===== src/rtl/data_mem_arbiter.sv =====
// Two-requester data-memory arbiter: IDLE -> ACCESS -> ACK, one access per three cycles.
// Define ARB_ROUND_ROBIN_EN for round-robin ties; otherwise requester A has fixed priority.
module data_mem_arbiter #(
    parameter int DEPTH = 24
) (
    input  logic        clk,
    input  logic        rst_n,
    input  logic        a_req,
    input  logic        a_we,
    input  logic [15:0] a_addr,
    input  logic [15:0] a_wdata,
    output logic        a_ack,
    output logic [15:0] a_rdata,
    output logic        a_err,
    input  logic        b_req,
    input  logic        b_we,
    input  logic [15:0] b_addr,
    input  logic [15:0] b_wdata,
    output logic        b_ack,
    output logic [15:0] b_rdata,
    output logic        b_err,
    output logic        mem_write,
    output logic        mem_read,
    output logic [15:0] mem_address,
    output logic [15:0] mem_write_data,
    input  logic [15:0] mem_read_data,
    output logic        busy
);
    typedef enum logic [1:0] {IDLE, ACCESS, ACK} state_t;

    localparam logic [16:0] DEPTH_W = 17'(DEPTH);

    state_t      state;
    logic        l_we;
    logic        l_win_b;
    logic [15:0] l_addr;
    logic [15:0] l_wdata;
    logic        grant_b;
    logic        in_range;
    logic        access;
    logic [15:0] cap_rdata;

`ifdef ARB_ROUND_ROBIN_EN
    // rr_b set means B goes first on the next tie; A wins the first tie after reset.
    logic rr_b;
    assign grant_b = b_req && (!a_req || rr_b);
`else
    assign grant_b = b_req && !a_req;
`endif

    assign in_range  = {1'b0, l_addr} < DEPTH_W;
    assign access    = (state == ACCESS);
    assign busy      = (state != IDLE);
    assign cap_rdata = (in_range && !l_we) ? mem_read_data : 16'h0;

    // Memory strobes exist only for one in-range ACCESS cycle.
    assign mem_write      = access && in_range && l_we;
    assign mem_read       = access && in_range && !l_we;
    assign mem_address    = (access && in_range) ? l_addr  : 16'h0;
    assign mem_write_data = (access && in_range) ? l_wdata : 16'h0;

    always_ff @(posedge clk or negedge rst_n) begin
        if (!rst_n) begin
            state   <= IDLE;
            l_we    <= 1'b0;
            l_win_b <= 1'b0;
            l_addr  <= 16'h0;
            l_wdata <= 16'h0;
            a_ack   <= 1'b0;
            a_rdata <= 16'h0;
            a_err   <= 1'b0;
            b_ack   <= 1'b0;
            b_rdata <= 16'h0;
            b_err   <= 1'b0;
`ifdef ARB_ROUND_ROBIN_EN
            rr_b    <= 1'b0;
`endif
        end else begin
            case (state)
                IDLE: begin
                    if (a_req || b_req) begin
                        l_win_b <= grant_b;
                        l_we    <= grant_b ? b_we    : a_we;
                        l_addr  <= grant_b ? b_addr  : a_addr;
                        l_wdata <= grant_b ? b_wdata : a_wdata;
`ifdef ARB_ROUND_ROBIN_EN
                        rr_b    <= !grant_b;
`endif
                        state   <= ACCESS;
                    end
                end
                ACCESS: begin
                    if (l_win_b) begin
                        b_ack   <= 1'b1;
                        b_rdata <= cap_rdata;
                        b_err   <= !in_range;
                    end else begin
                        a_ack   <= 1'b1;
                        a_rdata <= cap_rdata;
                        a_err   <= !in_range;
                    end
                    state <= ACK;
                end
                ACK: begin
                    a_ack   <= 1'b0;
                    a_rdata <= 16'h0;
                    a_err   <= 1'b0;
                    b_ack   <= 1'b0;
                    b_rdata <= 16'h0;
                    b_err   <= 1'b0;
                    state   <= IDLE;
                end
                default: state <= IDLE;
            endcase
        end
    end
endmodule

===== config.mk =====
export PLATFORM = sky130hd
export DESIGN_NAME = data_mem_arbiter
export DESIGN_NICKNAME = d
export VERILOG_FILES = /design/src/rtl/data_mem_arbiter.sv
export SDC_FILE = /design/constraint.sdc
export NUM_CORES = 1
export LEC_CHECK = 0
export CAP_MARGIN = 20
export CORE_ASPECT_RATIO = 1.2
export CORE_MARGIN = 2
export CORE_UTILIZATION = 40
export DETAILED_ROUTE_END_ITERATION = 10
export PLACE_DENSITY = 0.87
export SKIP_CTS_REPAIR_TIMING = 1
export SYNTH_ARGS = -nofsm -noshare
export SYNTH_HDL_FRONTEND = slang
export SYNTH_SLANG_ARGS = --single-unit

===== constraint.sdc =====
create_clock -name clk -period 2.36 [get_ports clk]
set_input_delay 0.236 -clock clk [delete_from_list [all_inputs] [get_ports clk]]
set_output_delay 0.236 -clock clk [all_outputs]
set_load 0.02 [all_outputs]

==> flow_summary.json, run 1 <==
{
  "grt_pass1_vias": 3096,
  "cts_tree": "built",
  "clock_skew_ps": 10.4,
  "final_layout_size_suffix_gt1_share_pct": 15.0,
  "crit_end": "mem_write_data[11]",
  "syn_to_final_growth_pct": 50.1,
  "cp-start-kind": "register",
  "avgSynthCellArea_sq_um": 10.9,
  "overflow": 0,
  "yosysWarnings": 0,
  "arrival_ps": 2020,
  "io_buffers": 145,
  "leakagePower_nw": 2.60,
  "grt_pass1_wl_um": 14800,
  "cts_sinks": 72,
  "finalCritPeriodShare_pct": 95.6,
  "setup_violations": 0,
  "pin_count": 157,
  "row_count": 38,
  "crit_family": "simple AND/OR/NAND/NOR gates",
  "critPathBufInv": 2,
  "worstHoldPathType": "in -> async",
  "cts-root-buf": "clkbuf_8",
  "slowest_delay_ps": 430,
  "power.density_nw_per_um2": 889,
  "status": "finished with violations",
  "clk_latency_ps": 340,
  "postRouteAntennaNets": 0,
  "yosysUniqueCellTypes": 30,
  "slew_headroom_pct": 40.9,
  "synth-seq-cells": 72,
  "drc": 0,
  "cp_slowest_cell": "nor4_1",
  "violations": "negative hold slack",
  "dp.final_hpwl_um": 6750,
  "cp-startpoint": "l_addr[15]",
  "final_max_slew_viol_count": 0,
  "max_freq_mhz": 443,
  "maxCapViolCount": 0,
  "reg2reg_to": "b_rdata[8]",
  "r2r_slack_ps": 540,
  "worst_pin_slew_ps": 887,
  "reg2reg_depth": 4,
  "synth_area_sq_um": 3610,
  "synth_cells": 332,
  "die-area_sq_um": 9810,
  "cts_made_buffers": 9,
  "final_nets": 555,
  "holdWs_ps": -5.31,
  "end_kind": "primary output",
  "cp.depth": 5,
  "wl_per_cell_um": 15.7,
  "die_h_um": 108,
  "wirelength_um": 9330,
  "stdcell_area_sq_um": 5420,
  "finalPower_w": 0.00482,
  "antenna_found_initial": 0,
  "finalCriticalPeriod_ps": 2260,
  "crit_required_ps": 2120,
  "vias": 3037,
  "via_per_inst": 5.11,
  "core_area_sq_um": 8890,
  "clk_path_buf_depth": 2,
  "cts.clk_slew.worst_paths_ps": 80,
  "floorplan.initialDensity_pct": 40.6,
  "dr.pass1.iters": 6,
  "hold_viol_final": 3,
  "setup_tns_ps": 0,
  "antenna_cells": 0,
  "grt_usage_pct": 19.0,
  "ir_worst_vdd_v": 0.000512,
  "grt_max_degree": 73,
  "path_cells": "nor4_1 > o2111ai_4 > buf_12 > nor3_1 > clkbuf_2",
  "yosysSeqAreaShare_pct": 49.9,
  "path_class": "reg -> out",
  "drt_iter0_markers": 92,
  "die_width_um": 90.8,
  "dpl_cell_area_sq_um": 5150,
  "h-tree-depth": 3,
  "gp_congestion": 0.750,
  "critPathMaxFanout": 20,
  "r2r_start": "l_addr[15]"
}
[registers in the layout, summed over array words and instances, names as in the netlist]
| register | cells |
|---|---|
| l_addr | 16 |
| l_win_b | 1 |
| b_err | 1 |
| a_ack | 1 |
| b_rdata | 16 |
| state | 2 |
| a_rdata | 16 |
| l_wdata | 16 |
| b_ack | 1 |
| l_we | 1 |
| a_err | 1 |
[synthesized netlist by cell type, drive strengths merged]
cell / number / share of area [%]
clkbuf: 15 / 1.6
nand2b: 2 / 0.35
o31ai: 32 / 7.9
conb: 1 / 0.10
nor2: 1 / 0.10
o21a: 1 / 0.21
nand3: 48 / 6.6
mux2i: 44 / 12
and2: 2 / 0.42
inv: 24 / 2.5
dfrtp: 72 / 50
o2111ai: 1 / 0.24
nand2: 2 / 0.21
nor4: 2 / 0.35
buf: 27 / 5.1
a32o: 2 / 0.55
clkinv: 1 / 0.10
o21ai: 2 / 0.28
mux2: 22 / 6.9
a21oi: 4 / 0.55
nor2b: 1 / 0.17
or3b: 1 / 0.24
nor3: 24 / 3.3
nand3b: 1 / 0.21
[area by class of cell]
class / count / area [sq um]
Timing Repair Buffer: 158 / 1580
Inverter: 25 / 93.8
Sequential cell: 72 / 1800
Multi-Input combinational cell: 203 / 1540
Fill cell: 755 / 3470
Tap cell: 120 / 150
Clock buffer: 11 / 151
Clock inverter: 5 / 103
[worst min-delay path by stage]
stage          start         end  slack (ps)
4_1_cts        rst_n  b_rdata[1]          40
3_5_place_dp   rst_n  b_rdata[1]         420
3_3_place_gp   rst_n  a_rdata[1]         400
6_report       rst_n  b_rdata[2]          -5
2_1_floorplan  rst_n       a_ack         -60
5_1_grt        rst_n  a_rdata[1]          90
[power by group]
part / switching [W] / total (W) / internal [W]
logic: 0.00112 / 0.00185 / 0.000731
clock network: 0.000452 / 0.00121 / 0.000758
registers: 0.000176 / 0.00176 / 0.00159
[per-stage QoR]
step                      utilization (%)  setup WS, ps  cells
final                                61.0           105    594
after global routing                 61.0         -5.02    594
after global placement               57.9           133    578
after floorplan                         -           449    342
after CTS                            60.8          -372    594
after detailed placement             57.9         -34.2    578
[cells in the final DEF, fill, tap and decap left out, types with 3 or more instances in the layout]
cell type	netlist	layout
a21oi_1	4	4
buf_4	12	13
bufinv_16	0	3
clkbuf_2	0	5
clkbuf_8	0	11
clkdlybuf4s50_1	0	121
conb_1	1	11
dfrtp_1	72	72
dlymetal6s2s_1	0	18
inv_1	24	24
mux2_2	22	22
mux2i_1	44	44
nand3_1	48	48
nor3_1	24	24
o31ai_1	23	23
o31ai_2	9	9
[metal layers]
metal  track usage (%)  vias up  routed length [um]
li1                  -     1430                   -
met5                 0        -                   0
met4              7.47        0                 202
met1              22.4     1448                3690
met3              4.04       18                 612
met2              33.9      141                4820
[cell families after synthesis]
kind of cell | count (synthesis) | share of synthesized area, %
AO/OA/AOI/OAI | 42 | 9.73
buffers and inverters | 67 | 9.24
flip-flops | 72 | 49.9
multiplexers | 66 | 19.0
other | 1 | 0.104
AND/OR/NAND/NOR | 84 | 12.0
Note: power is estimated with default switching activity, not from simulation.
==> run 2, diff against run 1 <==
==> constraint.sdc (replaced) <==
create_clock -name clk -period 2.36 [get_ports clk]
set_input_delay 0.472 -clock clk [delete_from_list [all_inputs] [get_ports clk]]
set_output_delay 0.472 -clock clk [all_outputs]
set_load 0.02 [all_outputs]
==> run 2 against run 1 <==
  * The run now ends clean
  * Clock power down 27%
  * Cell area decreased by 0.25%
  * Register-to-register slack got worse by 30 ps
  * Critical path type unchanged
==> flow_summary.json, run 2 (synthesis results as in run 1) <==
{
  "finalCriticalPeriod_ps": 2330,
  "status": "completed",
  "via_per_inst": 5.11,
  "drt_iter0_markers": 111,
  "crit_family": "buffers and inverters",
  "fin_util_pct": 60.8,
  "floorplan.initialDensity_pct": 40.6,
  "final_nets": 560,
  "critPathBufInv": 3,
  "h-tree-depth": 3,
  "row_count": 38,
  "clk_latency_ps": 340,
  "slew_headroom_pct": 40.9,
  "path_cells": "nor4_2 > buf_4 > o2111ai_4 > buf_12 > nor3_2 > buf_4",
  "clock_skew_ps": 12.1,
  "final_common_cell": "clkdlybuf4s50_1",
  "ir_worst_vdd_v": 0.000550,
  "grt_max_degree": 73,
  "cts_made_buffers": 9,
  "maxCapViolCount": 0,
  "clk_path_buf_depth": 2,
  "slowest_delay_ps": 400,
  "dr.pass1.iters": 4,
  "end_kind": "primary output",
  "antenna_found_initial": 0,
  "setup_violations": 0,
  "finalCritPeriodShare_pct": 98.6,
  "cts-root-buf": "clkbuf_8",
  "overflow": 0,
  "grt_pass1_wl_um": 14700,
  "pin_count": 157,
  "die_h_um": 108,
  "fin_ws_ps": 34.2,
  "io_buffers": 145,
  "die_width_um": 90.8,
  "power.density_nw_per_um2": 857,
  "final_max_slew_viol_count": 0,
  "finalPower_w": 0.00464,
  "hold_viol_final": 0,
  "dp.final_hpwl_um": 6790,
  "cp_slowest_cell": "dfrtp_1",
  "fillerInstances": 745,
  "grt_pass1_vias": 3144,
  "crit_required_ps": 1890,
  "postRouteAntennaNets": 0,
  "arrival_ps": 1850,
  "core_area_sq_um": 8890,
  "final_cells": 599,
  "worstHoldPathType": "in -> async",
  "grt_usage_pct": 18.9,
  "wirelength_um": 9410,
  "layout_common_cells": "clkdlybuf4s50_1 (121), dfrtp_1 (72), nand3_1 (48), mux2i_1 (44), buf_4 (34)",
  "max_freq_mhz": 430,
  "cp-start-kind": "register",
  "drc": 0,
  "vias": 3059,
  "worst_pin_slew_ps": 886,
  "syn_to_final_growth_pct": 49.7,
  "gp_congestion": 0.758,
  "cts_sinks": 72,
  "pre_cts_ws_ps": -139,
  "rsz0062_at_grt": "yes",
  "antenna_cells": 0,
  "path_class": "reg -> out",
  "holdWs_ps": 261,
  "wl_per_cell_um": 15.7,
  "cts.clk_slew.worst_paths_ps": 80,
  "cts_tree": "built",
  "cp_common_cell": "buf_4",
  "placed_cells": 583,
  "final_layout_size_suffix_gt1_share_pct": 23.8,
  "die-area_sq_um": 9810,
  "leakagePower_nw": 2.31,
  "critPathMaxFanout": 20
}
==> run 2: final timing paths <==
check                           start  slack (ps)  cells past startpoint           endpoint
hold / removal                  rst_n         260                      1         b_rdata[1]
max in group asynchronous       rst_n        1520                      1         a_rdata[0]
hold reg to reg                 a_err         500                      1              a_err
setup / recovery           l_addr[14]          30                      6  mem_write_data[3]
setup reg to reg           l_addr[14]         510                      6              b_err
min in group clk                a_err         500                      1              a_err
==> run 2: power breakdown <==
group	switching (W)	internal, W
Combinational	0.00118	0.000797
Sequential	0.000183	0.00159
Clock	0.000476	0.000412
Total	0.00184	0.00280
==> run 2: layer usage <==
metal | track usage (%) | vias to the layer above | share of wire, % | wire length [um]
met5 | 0 | - | 0 | 0
met4 | 6.70 | 0 | 1.1 | 106
met3 | 5.09 | 10 | 6.6 | 620
met2 | 34.7 | 125 | 54 | 5050
met1 | 21.0 | 1490 | 39 | 3640
li1 | - | 1434 | - | -
==> run 2: final cells by class <==
| class | instances | area, sq um | area share [%] |
|---|---|---|---|
| well taps | 120 | 150 | 2.78 |
| repair buffers | 163 | 1540 | 28.4 |
| inverters | 25 | 93.8 | 1.73 |
| clock inverters | 6 | 42.5 | 0.786 |
| multi-input cells | 203 | 1650 | 30.4 |
| flip-flops and latches | 72 | 1800 | 33.3 |
| clock buffers | 10 | 138 | 2.54 |
==> run 2: through the flow <==
| step | setup TNS [ps] | instance area [sq um] |
|---|---|---|
| floorplan | 0 | 3650 |
| global placement | -127 | 5200 |
| detailed placement | -2190 | 5200 |
| CTS | -11200 | 5380 |
| global route | -806 | 5410 |
| finish | 0 | 5410 |
==> run 3, diff against run 2 <==
--- a/config.mk
+++ b/config.mk
@@ -8,9 +8,9 @@
 export CAP_MARGIN = 20
 export CORE_ASPECT_RATIO = 1.2
 export CORE_MARGIN = 2
-export CORE_UTILIZATION = 40
+export CORE_UTILIZATION = 43
 export DETAILED_ROUTE_END_ITERATION = 10
-export PLACE_DENSITY = 0.87
+export PLACE_DENSITY = 0.91
 export SKIP_CTS_REPAIR_TIMING = 1
 export SYNTH_ARGS = -nofsm -noshare
 export SYNTH_HDL_FRONTEND = slang
==> run 3 against run 2 <==
  * Register-to-register slack better by 20 ps
  * Count of clock-buffer cells in the layout is 1 higher
  * Non-clock buffer count is 5 lower
  * Fmax is 1.4% lower
  * Cell count is 1.8% lower
  * Worst hold slack worse by 9.9 ps
==> flow_summary.json, run 3 (synthesis results as in run 1) <==
{
  "status": "completed",
  "wl_per_cell_um": 15.2,
  "antenna_found_initial": 0,
  "cts_sinks": 72,
  "dp.final_hpwl_um": 6600,
  "clk_path_buf_depth": 2,
  "grt_usage_pct": 20.2,
  "clock_skew_ps": 9.18,
  "drc": 0,
  "r2r_start": "l_addr[14]",
  "gp_congestion": 0.799,
  "leakagePower_nw": 2.32,
  "placed_cells": 572,
  "slew_headroom_pct": 42.0,
  "final_nets": 555,
  "grt_pass1_vias": 3138,
  "arrival_ps": 1890,
  "grt_pass1_wl_um": 14600,
  "die_h_um": 104,
  "overflow": 0,
  "floorplan.initialDensity_pct": 44.3,
  "reg2reg_depth": 6,
  "r2r_slack_ps": 530,
  "rsz0062_at_grt": "yes",
  "max_freq_mhz": 424,
  "core_area_sq_um": 8150,
  "final_layout_size_suffix_gt1_share_pct": 19.8,
  "die_width_um": 87.7,
  "cts-root-buf": "clkbuf_8",
  "holdWs_ps": 251,
  "antenna_cells": 0,
  "vias": 3025,
  "syn_to_final_growth_pct": 48.9,
  "row_count": 36,
  "path_class": "reg -> out",
  "worst_pin_slew_ps": 870,
  "cp-start-kind": "register",
  "wirelength_um": 8930,
  "via_per_inst": 5.14,
  "final_common_cell": "clkdlybuf4s50_1",
  "clk_latency_ps": 340,
  "maxCapViolCount": 0,
  "finalCriticalPeriod_ps": 2360,
  "critPathMaxFanout": 21,
  "postRouteAntennaNets": 0,
  "grt_max_degree": 73,
  "io_buffers": 145,
  "crit_end": "mem_write_data[11]",
  "die-area_sq_um": 9160,
  "dr.pass1.iters": 4,
  "setup_tns_ps": 0,
  "ir_worst_vdd_v": 0.000527,
  "worstHoldPathType": "in -> async",
  "cts_made_buffers": 9,
  "cts_tree": "built",
  "drt_iter0_markers": 96,
  "crit_required_ps": 1890,
  "h-tree-depth": 3,
  "pin_count": 157,
  "layout_common_cells": "clkdlybuf4s50_1 (121), dfrtp_1 (72), nand3_1 (48), mux2i_1 (44), inv_1 (24)",
  "setup_violations": 0,
  "reg2reg_to": "a_err",
  "power.density_nw_per_um2": 902,
  "hold_viol_final": 0,
  "cp-startpoint": "l_addr[14]",
  "cts.clk_slew.worst_paths_ps": 70,
  "fin_ws_ps": 1.90,
  "final_max_slew_viol_count": 0,
  "finalCritPeriodShare_pct": 99.9,
  "pre_cts_ws_ps": -131,
  "end_kind": "primary output",
  "final_cells": 588
}
==> run 3: cell types whose count changed in the layout (fill, tap and decap cells not counted), sizes merged <==
| cell | before | now |
|---|---|---|
| clkinv | 4 | 3 |
| clkbuf | 11 | 13 |
| clkinvlp | 2 | 0 |
| bufinv | 0 | 3 |
| buf | 41 | 35 |
| inv | 25 | 24 |
==> run 3: routing by layer <==
metal / vias up / share of wire [%] / global-route usage, %
li1: 1434 / - / -
met1: 1436 / 39 / 24.1
met2: 144 / 52 / 35.1
met3: 11 / 7.0 / 3.49
met4: 0 / 1.8 / 8.24
met5: - / 0 / 0
==> run 3: power by group <==
group / switching, W / total [W] / leakage, nW / internal, W
Combinational: 0.00114 / 0.00192 / 1.28 / 0.000785
Clock: 0.000429 / 0.00116 / 0.124 / 0.000731
Sequential: 0.000181 / 0.00177 / 0.916 / 0.00159
Total: 0.00175 / 0.00485 / 2.32 / 0.00311
==> run 3: area by class of cell <==
class / count / area, sq um
tap: 114 / 143
inverter: 25 / 93.8
fill: 619 / 2770
timing repair buffer: 158 / 1510
clock inverter: 5 / 104
sequential: 72 / 1800
clock buffer: 11 / 141
multi-input combinational: 203 / 1590
==> run 3: worst max-delay path, cell delays in order, from the launching register on <==
cell	delay, ps
dfrtp_1	380
nor4_1	290
buf_4	170
o2111ai_4	150
buf_12	200
nor3_1	170
buf_4	180
==> run 3: worst min path at each step <==
stage	from	cells past startpoint	slack (ps)	end
3_5_place_dp	b_err	1	480	b_err
3_3_place_gp	a_err	1	480	a_err
6_report	rst_n	1	250	a_rdata[9]
4_1_cts	rst_n	1	270	a_rdata[10]
2_1_floorplan	rst_n	0	180	a_ack
5_1_grt	rst_n	1	330	a_rdata[9]
==> run 3: metrics by stage <==
step	instance area [sq um]	total power (W)	utilization (%)
final	5380	0.00485	66.0
after global routing	5380	0.00515	66.0
after CTS	5420	0.00486	66.5
after detailed placement	5180	0.00368	63.5
after global placement	5180	0.00361	63.5
after floorplan	3650	0.00309	-
